File: src/rtl/mult_arbiter.sv
//------------------------------------------------------------------------------
// mult_arbiter
//
// Shares one external multiplier among N_REQ requesters. A request (operand
// pair) is taken from one requester at a time. The operands are held in
// registers that drive the multiplier. After the multiplier's fixed pipeline
// latency the product is captured. It is then returned on the granted
// requester's response channel.
//
// Handshake rule (both channels): a transfer happens on a rising clk edge
// where valid and ready are both high. The sender keeps its data stable while
// valid is high and ready is low. A requester may drop req_valid before it is
// accepted.
//
// Arbitration: round-robin starting at rr_ptr. When MULT_ARB_FIXED_PRIO_EN
// is defined, the lowest index wins and rr_ptr stays at 0.
//
// Parameters:
//   N_REQ  number of requesters (2..8)
//   NB     operand width, product is 2*NB
//   LAT    multiplier register stages between mul_a/mul_b and mul_p
//
// Ports:
//   clk, rst_n          clock (rising edge), asynchronous active-low reset
//   req_valid/req_ready request channel, one bit per requester
//   req_a, req_b        packed operands, requester i at [i*NB +: NB]
//   rsp_valid/rsp_ready response channel, one bit per requester
//   rsp_data            product, shared by all requesters
//   mul_a, mul_b        registered operands to the multiplier
//   mul_p               product from the multiplier
//   grant_id            current or last granted requester
//   busy                high whenever the FSM is not IDLE
//------------------------------------------------------------------------------
`timescale 1ns/1ps

module mult_arbiter #(
    parameter int N_REQ = 4,
    parameter int NB    = 32,
    parameter int LAT   = 0
) (
    input  logic                     clk,
    input  logic                     rst_n,
    input  logic [N_REQ-1:0]         req_valid,
    output logic [N_REQ-1:0]         req_ready,
    input  logic [N_REQ*NB-1:0]      req_a,
    input  logic [N_REQ*NB-1:0]      req_b,
    output logic [N_REQ-1:0]         rsp_valid,
    input  logic [N_REQ-1:0]         rsp_ready,
    output logic [2*NB-1:0]          rsp_data,
    output logic [NB-1:0]            mul_a,
    output logic [NB-1:0]            mul_b,
    input  logic [2*NB-1:0]          mul_p,
    output logic [$clog2(N_REQ)-1:0] grant_id,
    output logic                     busy
);

    localparam int GW = $clog2(N_REQ);
    // The counter needs at least one bit, even when LAT is 0.
    localparam int CW = (LAT < 1) ? 1 : $clog2(LAT + 1);

    typedef enum logic [1:0] {
        IDLE    = 2'd0,
        COMPUTE = 2'd1,
        RESP    = 2'd2
    } state_t;

    state_t        state;
    logic [GW-1:0] rr_ptr;
    logic [CW-1:0] cnt;

    logic [GW-1:0] gnt;
    logic          gnt_found;

    // Take the first valid requester, starting at rr_ptr and wrapping.
    always_comb begin
        gnt       = '0;
        gnt_found = 1'b0;
        for (int k = 0; k < N_REQ; k++) begin
            if (!gnt_found && req_valid[(int'(rr_ptr) + k) % N_REQ]) begin
                gnt_found = 1'b1;
                gnt       = GW'((int'(rr_ptr) + k) % N_REQ);
            end
        end
    end

    // Ready is offered only in IDLE and only to the winner. It is gated by
    // rst_n so that it stays low while reset is asserted.
    assign req_ready = (rst_n && (state == IDLE) && gnt_found)
                       ? (N_REQ'(1) << gnt) : '0;

    assign busy = (state != IDLE);

    always_ff @(posedge clk or negedge rst_n) begin
        if (!rst_n) begin
            state     <= IDLE;
            rr_ptr    <= '0;
            cnt       <= '0;
            mul_a     <= '0;
            mul_b     <= '0;
            grant_id  <= '0;
            rsp_valid <= '0;
            rsp_data  <= '0;
        end else begin
            case (state)
                IDLE: begin
                    // gnt_found means req_ready[gnt] and req_valid[gnt] are
                    // both high, so a transfer happens on this edge.
                    if (gnt_found) begin
                        mul_a    <= req_a[gnt*NB +: NB];
                        mul_b    <= req_b[gnt*NB +: NB];
                        grant_id <= gnt;
`ifdef MULT_ARB_FIXED_PRIO_EN
                        rr_ptr   <= '0;
`else
                        rr_ptr   <= GW'((int'(gnt) + 1) % N_REQ);
`endif
                        cnt      <= CW'(LAT);
                        state    <= COMPUTE;
                    end
                end
                COMPUTE: begin
                    // The first COMPUTE edge is one after mul_a/mul_b load.
                    // Counting LAT down to 0 gives LAT+1 edges, so mul_p has
                    // settled by the time it is captured.
                    if (cnt == '0) begin
                        rsp_data            <= mul_p;
                        rsp_valid[grant_id] <= 1'b1;
                        state               <= RESP;
                    end else begin
                        cnt <= cnt - 1'b1;
                    end
                end
                RESP: begin
                    if (rsp_ready[grant_id]) begin
                        rsp_valid <= '0;
                        state     <= IDLE;
                    end
                end
                default: begin
                    state <= IDLE;
                end
            endcase
        end
    end

endmodule
File: config.mk
export PLATFORM = sky130hd
export DESIGN_NAME = mult_arbiter
export DESIGN_NICKNAME = d
export VERILOG_FILES = /design/src/rtl/mult_arbiter.sv
export SDC_FILE = /design/constraint.sdc
export NUM_CORES = 1
export LEC_CHECK = 0
export CORE_AREA = 2 2 184 186
export DETAILED_ROUTE_END_ITERATION = 8
export DIE_AREA = 0 0 186 188
export SETUP_SLACK_MARGIN = 0.2
export SLEW_MARGIN = 20
export SYNTH_ARGS = -nofsm -noshare
export SYNTH_HDL_FRONTEND = slang
export SYNTH_SLANG_ARGS = --single-unit
File: constraint.sdc
create_clock -name clk -period 4.85 [get_ports clk]
set_input_delay 0.97 -clock clk [delete_from_list [all_inputs] [get_ports clk]]
set_output_delay 0.97 -clock clk [all_outputs]
set_load 0.01 [all_outputs]
==> results.cfg <==
[outcome]
status = finished, final reports clean

[finish]
finalNetCount = 1472
drive_gt1_share_pct = 4.59
syn_to_final_growth_pct = 91.1
final_cells = 1604
utilization_pct = 36.5
final_common_cell = clkdlybuf4s50_1
fillers = 3342
layout_common_cells = clkdlybuf4s50_1, nand2_1, dfrtp_1

[cts]
post_cts_buffers = 0
clk_path_buf_depth = 2
htree_levels = 4
cts.repair.resized = 0
cts_buffers = 17
root_buffer = clkbuf_16
insertion_delay_ns = 0.43
clkTransAtPathRegs_ns = 0.06
cts_tree = yes
cts_hold_buffers = 0
cts_sinks = 138

[grt]
grt_util_all_layers_pct = 17.0
grt_max_degree = 70
antenna_found_initial = 5
grt_pass1_vias = 7344
grt.overflow.total = 0
grt_pass1_wl_um = 44400

[floorplan]
die_area_um2 = 35000
start_util_pct = 19.1
core_region_area_um2 = 33100
fp.dieW_um = 186
rows = 67
io_pins = 469
die_h_um = 188

[setup_path]
worstPathMaxFanout = 23
worst_ep_required_time_ns = 3.88
slowest_delay_ns = 0.52
cp_slowest_cell = clkdlybuf4s50_1
arrival_ns = 3.09
end_kind = primary output
cp-start-kind = input port
cpMostUsedCell = clkdlybuf4s50_1
crit_path_cell_trace = clkdlybuf4s50_1 > or3_1 > o21ai_4 > inv_2 > and3_1 > clkdlybuf4s50_1
reg2regPathDepth = 7
crit_type = in -> out

[flow_run]
maxCapViolCount = 0

[timing]
worst_slew_pin_slew_ns = 0.866
slew_headroom_pct = 42.2
final.setup.tns_ns = 0
clock.fmax_ghz = 0.247
hold_viol = 0
rsz0062_at_grt = false
setup_viol = 0
drv_slew = 0
skew_ns = 0.00863
fin_crit_sh_pct = 83.6
fin_crit_ns = 4.06
timing.hold.ws_ns = 0.456

[routing]
vias = 7256
routed_wl_um = 30400
antenna_left = 0
wl_per_cell_um = 18.9
viasPerCell = 4.52
drt_pass1_iterations = 7
drt_iter0_markers = 467
drc = 0

[logic_synthesis]
syn_inst = 703
ys_ff_latch = 138
synth_cell_types = 34
yosysSeqAreaShare_pct = 54.6
synth_edf_count = 0
ys.flop_type = dfrtp_1
avgSynthCellArea_um2 = 8.99
synth_nets = 1033
synth_area_um2 = 6320
yosysWarnings = 0
async_flop_share_pct = 100

[pwr]
p_leak_nw = 5.02
power_frac_seq_pct = 28.8
p_clk_share_pct = 20.0
power.switching_fraction_pct = 38.2
p_switching_mw = 2.79
power_mw = 7.31
power_frac_comb_pct = 51.2
power.density_nw_per_um2 = 605
peakVddDrop_mv = 0.249
internal_power_mw = 4.51

[placed_design]
dpl.hpwl_um = 22500
dp_cells = 1571
portBuffers = 468
gp_congestion = 0.795

[min_path]
hp-class = in -> async
## per-stage QoR
stage | instance area [µm²] | setup slack [ns]
3_5_place_dp | 11400 | 0.769
5_1_grt | 12100 | 0.727
2_1_floorplan | 6320 | 1.72
3_3_place_gp | 11400 | 0.798
6_report | 12100 | 0.794
4_1_cts | 12100 | 0.766
## power groups by stage
stage | registers, mW | clock network [mW] | logic [mW]
3_5_place_dp | 2.12 | 0 | 3.80
3_3_place_gp | 2.10 | 0 | 3.78
2_1_floorplan | 2.33 | 0 | 1.53
5_1_grt | 2.18 | 1.56 | 4.10
4_1_cts | 2.11 | 1.51 | 3.82
6_report | 2.11 | 1.46 | 3.74
## cells in the mapped netlist, types with 3 or more instances
| library cell | count | share of area [%] |
|---|---|---|
| o21ai_0 | 5 | 0.40 |
| inv_1 | 5 | 0.30 |
| a21oi_1 | 132 | 10 |
| and3_1 | 4 | 0.40 |
| buf_4 | 3 | 0.36 |
| a31oi_1 | 4 | 0.40 |
| nor2_1 | 74 | 4.4 |
| nand2_1 | 194 | 12 |
| dfrtp_1 | 138 | 55 |
| buf_2 | 27 | 2.1 |
| buf_1 | 4 | 0.24 |
| clkbuf_1 | 25 | 1.5 |
| a222oi_1 | 64 | 10 |
| nand2b_1 | 4 | 0.40 |
## worst max-delay path, delay by kind of cell
kind	cells	cell delay, ns
AO/OA/AOI/OAI	1	0.15
buffers and inverters	3	1.22
AND/OR/NAND/NOR	2	0.72
## logic make-up after synthesis
group / after synthesis / synth area share, %
AOI/OAI and AO/OA: 215 / 22.8
muxes: 2 / 0.515
buffers and inverters: 66 / 4.75
and+or+nand+nor: 282 / 17.3
DFF: 138 / 54.6
## final timing paths
kind                               from           end  slack (ns)
min in group clk           rsp_data[39]  rsp_data[39]        0.47
max in group asynchronous         rst_n     mul_b[10]        3.31
min                               rst_n      mul_a[2]        0.46
min reg2reg                rsp_data[39]  rsp_data[39]        0.47
max reg2reg                    state[1]     mul_b[20]        2.54
max                        req_valid[1]  req_ready[3]        0.79
## per-layer routing
metal / part of all wire (%) / global-route usage (%) / wire length (µm)
met3: 9.8 / 6.08 / 2970
met1: 38 / 19.0 / 11700
met4: 1.6 / 5.88 / 486
met2: 50 / 29.8 / 15200
met5: 0.089 / 0 / 27
## layout make-up
| type | instances | area, µm² | area share, % |
|---|---|---|---|
| well taps | 448 | 561 | 4.64 |
| diodes | 2 | 5.00 | 0.0414 |
| flip-flops and latches | 138 | 3450 | 28.6 |
| clock buffers | 20 | 457 | 3.78 |
| clock inverters | 11 | 194 | 1.60 |
| inverters | 6 | 22.5 | 0.186 |
| repair buffers | 480 | 4790 | 39.6 |
| multi-input cells | 499 | 2600 | 21.5 |
## state kept, by name, indices dropped and copies added, names as in the netlist
name       count
state          2
rsp_valid      4
rr_ptr         2
grant_id       2
mul_a         32
mul_b         32
rsp_data      64
Power figures use the tool's default switching activity.
